`config.mk`:
```
export PLATFORM = sky130hd
export DESIGN_NAME = crc_table
export DESIGN_NICKNAME = d
export VERILOG_FILES = /design/src/rtl/crc_table.sv
export SDC_FILE = /design/constraint.sdc
export NUM_CORES = 1
export LEC_CHECK = 0
export ABC_AREA = 1
export CORE_AREA = 2 2 39 41
export DETAILED_ROUTE_END_ITERATION = 6
export DIE_AREA = 0 0 41 43
export PLACE_DENSITY = 0.59
export SLEW_MARGIN = 20
export SYNTH_ARGS = -nofsm -noshare
export SYNTH_HDL_FRONTEND = slang
export SYNTH_SLANG_ARGS = --single-unit
export TNS_END_PERCENT = 100
```
`constraint.sdc`:
```
create_clock -name clk_i -period 1.2 [get_ports clk_i]
set_input_delay 0.24 -clock clk_i [delete_from_list [all_inputs] [get_ports clk_i]]
set_output_delay 0.24 -clock clk_i [all_outputs]
set_load 0.03 [all_outputs]
```
`src/rtl/crc_table.sv`:
```
// rtl/crc_table.sv - 256x8 synchronous CRC-8 lookup ROM, MSB-first, non-reflected
module crc_table #(
  parameter logic [7:0] POLYNOMIAL = 8'h07
) (
  input  logic       clk_i,
  input  logic [7:0] addr_i,
  output logic [7:0] data_o
);

  function automatic logic [7:0] entry(input logic [7:0] idx);
    logic [7:0] c;
    c = idx;
    for (int i = 0; i < 8; i++) begin
      c = c[7] ? ({c[6:0], 1'b0} ^ POLYNOMIAL) : {c[6:0], 1'b0};
    end
    return c;
  endfunction

  logic [7:0] rom [256];

  // Contents are constants; no reset on the ROM or its read register.
  for (genvar g = 0; g < 256; g++) begin : g_rom
    assign rom[g] = entry(8'(g));
  end

  always_ff @(posedge clk_i) begin
    data_o <= rom[addr_i];
  end

endmodule

```
==> qor.log <==
INFO  worst_setup_path delay_of_the_slowest_cell_on_the_worst_path=380ps
INFO  sta            max_frequency=0.863GHz
INFO  pwr            power.density=1110nW/um^2
INFO  synth          synth_top_cells_by_count=nand2_1, inv_1, dfxtp_1, nand3_1, ha_1
INFO  pwr            p_seq_share=41.9%
INFO  floorplan      initial_core_util=29.4%
INFO  finish         max_flop_register=data_o
INFO  floorplan      floorplan.die_area=1760squm
INFO  finish         registers_with_the_most_flip_flops=data_o x8
INFO  floorplan      die_h=43microns
INFO  run            maxCapViolCount=0
INFO  hold_path      hold_path.startpoint=addr_i[0]
INFO  grt            grt_ovf=0
INFO  worst_setup_path path_max_fanout=1
INFO  pwr            comb_power_share=31.9%
INFO  worst_setup_path crit_buf_inv=1
INFO  sta            timing.final.crit_share=96.5%
INFO  cts            clock_buffer_depth=2
INFO  sta            final-hold-violation-count=0
INFO  sta            unrepaired_setup_endpoints_after_global_routing=false
INFO  pwr            net-switching-power=0.213mW
INFO  hold_path      hold_end=data_o[0]$_DFF_P_
INFO  worst_setup_path crit_path_cell_trace=dlygate4sd2_1
INFO  synth          ys.flop_type=dfxtp_1
INFO  hold_path      cell_depth_of_the_worst_hold_path=4
INFO  finish         post-route-cell-area=648squm
INFO  worst_setup_path crit_required=960ps
INFO  synth          synth.top_cells.by_area=dfxtp_1, nand2_1, nand3_1
INFO  synth          synthesis.area_per_instance=6.26squm
INFO  synth          synthesis.yosys.warnings=0
INFO  finish         syn2layout_area_growth=59.4%
INFO  finish         flip_flop_count_of_the_largest_register_all_copies_and_words_added=8
INFO  drt            drt_pre_antenna_iters=3
INFO  floorplan      dieWidth=41microns
INFO  drt            antenna_violating_nets_post_route=0
INFO  drt            dr_total_vias=451
INFO  cts            path_clk_slew=50ps
INFO  sta            final_report_setup_violation_count=0
INFO  sta            crit_path_setup_slack_layout=41.9ps
INFO  pwr            leakagePower=0.382nW
INFO  synth          summed_instance_area_of_the_synthesized_netlist=407squm
INFO  cts            clock_sink_count=8
INFO  sta            setup_tns=0ps
INFO  placement      portBuffers=16
INFO  grt            grt_antenna_before_repair=0
INFO  finish         final_layout_size_suffix_gt1_share=16.5%
INFO  finish         diodes=0
INFO  placement      placement.cell_area=614squm
INFO  grt            global_route.usage.total=11.7%
INFO  synth          synthMostInstantiatedCell=nand2_1
INFO  drt            post_drt_wl_per_cell=7.37microns
INFO  cts            htree_levels=1
INFO  sta            worstMarginPinSlew=295ps
INFO  drt            avgViaCountPerCell=4.21
INFO  sta            fin_worst_hold_slack=479ps
INFO  sta            max_slew_margin=80.4%
INFO  pwr            internal=0.507mW
INFO  synth          synth.top_cell.area_share=39.4%
INFO  placement      gpl.final_weighted_congestion=0.790
INFO  synth          synth_sequential_area_ratio=39.4%
INFO  worst_setup_path worst-setup-path-type=flip-flop to output pin
INFO  floorplan      floorplan.core_area=1380squm
INFO  synth          yosysUniqueCellTypes=8
INFO  sta            post-route-min-period=1160ps
INFO  status         outcome=completed
INFO  finish         fin_nets=104
INFO  synth          netlist_instances=65
INFO  worst_setup_path worst_setup_path_end_kind=output pin
INFO  placement      place_worst_setup_slack=-354ps
INFO  synth          synth-edff-count=0
INFO  cts            cts_root_buffer=clkbuf_4
INFO  drt            initial_drc_count=5
INFO  synth          fraction_of_synthesis_flops_using_an_asynchronous_set_or_reset_pin=0%
INFO  floorplan      count_of_boundary_i_o_pins=17
INFO  drt            post-route-drc-count=0
INFO  drt            routed_wirelength=789microns
INFO  worst_setup_path critPathTopFamily=buffers and inverters
INFO  grt            vias_in_the_first_global_route=351
INFO  synth          post-synth-top-area-cell=dfxtp_1
INFO  worst_setup_path critPathArrivalTime=920ps
INFO  cts            tritoncts.num_buffers=3
INFO  hold_path      hp-class=primary input to flip-flop
INFO  cts            cts_hold_repair.buffers=0
INFO  placement      detailedPlacementHpwl=673microns
INFO  floorplan      num_rows=14
INFO  pwr            worst_vdd_ir=0.000281V
INFO  pwr            pwr-share-clk=26.2%
INFO  synth          synth_seq_cells=8
INFO  finish         filler_cells_inserted=154
INFO  grt            grt_pass1_wl=1390microns
INFO  sta            maxSlewViolCount=0
INFO  worst_setup_path setup.worst_path.start_class=flip-flop
INFO  worst_setup_path slowest_cell_on_the_critical_path=dlygate4sd2_1
INFO  grt            grt_max_degree=6
INFO  synth          syn-num-nets=76
INFO  cts            tritoncts=done
INFO  pwr            netSwitchingFraction=29.5%
metal layers:
metal	up-vias	GRT usage, %	wire length, microns	share of wire (%)
li1	249	-	-	-
met1	188	17.5	356	45
met2	12	14.7	391	50
met3	2	1.57	27	3.4
met4	0	8.00	14	1.8
met5	-	0	0	0
timing repair:
| action | 4_1_cts | 5_1_grt |
|---|---|---|
| pin swaps | 2 | 0 |
| resized for setup | 6 | 3 |
| setup buffers | 2 | 0 |
| gates cloned | 0 | 0 |
| endpoints found under the setup margin | 7 | 3 |
how the worst max path moves through the flow:
stage / start / to / slack [ps] / depth (start not counted)
after CTS: data_o[0]$_DFF_P_ / data_o[0] / 20 / 1
after global placement: addr_i[0] / data_o[2]$_DFF_P_ / -310 / 6
after detailed placement: addr_i[0] / data_o[2]$_DFF_P_ / -350 / 6
final: data_o[4]$_DFF_P_ / data_o[4] / 40 / 1
after global routing: data_o[3]$_DFF_P_ / data_o[3] / 5 / 1
after floorplan: addr_i[0] / data_o[2]$_DFF_P_ / 190 / 5
stage by stage:
stage | power, mW | std cells | utilization (%)
4_1_cts | 0.728 | 107 | 46.6
3_3_place_gp | 0.542 | 102 | 44.4
5_1_grt | 0.772 | 107 | 46.8
2_1_floorplan | 0.436 | 65 | -
6_report | 0.720 | 107 | 46.8
3_5_place_dp | 0.544 | 102 | 44.4
cell type report:
| cell class | count | area, sq um | area share [%] |
|---|---|---|---|
| clock buffer | 3 | 22.5 | 3.47 |
| inverter | 10 | 37.5 | 5.79 |
| sequential | 8 | 160 | 24.7 |
| timing repair buffer | 23 | 199 | 30.7 |
| tap | 16 | 20.0 | 3.09 |
| multi-input combinational | 47 | 209 | 32.2 |
logic make-up (layout without fill, tap and decap cells):
kind of cell	after synthesis	after routing	share of synthesized area (%)
flip-flops	8	8	39.4
AND/OR/NAND/NOR	45	45	45.2
buffers and inverters	10	36	9.23
adder cells (fa/ha/maj)	2	2	6.15
cell usage in the layout (no fill, tap or decap):
master,count
clkdlybuf4s15_1,3
clkbuf_4,3
buf_4,11
dlygate4sd2_1,3
nor2_1,1
nand2_2,1
nand3_1,8
inv_1,10
dfxtp_1,8
clkdlybuf4s50_1,6
or2_1,1
nand2_1,34
ha_1,2
power by group through the flow:
stage               combinational, mW  sequential [mW]  clock (mW)
global placement                0.235            0.307           0
CTS                             0.230            0.301       0.197
finish                          0.230            0.302       0.188
detailed placement              0.237            0.307           0
global route                    0.258            0.304       0.211
floorplan                      0.0666            0.369           0
Power figures use the tool's default switching activity.
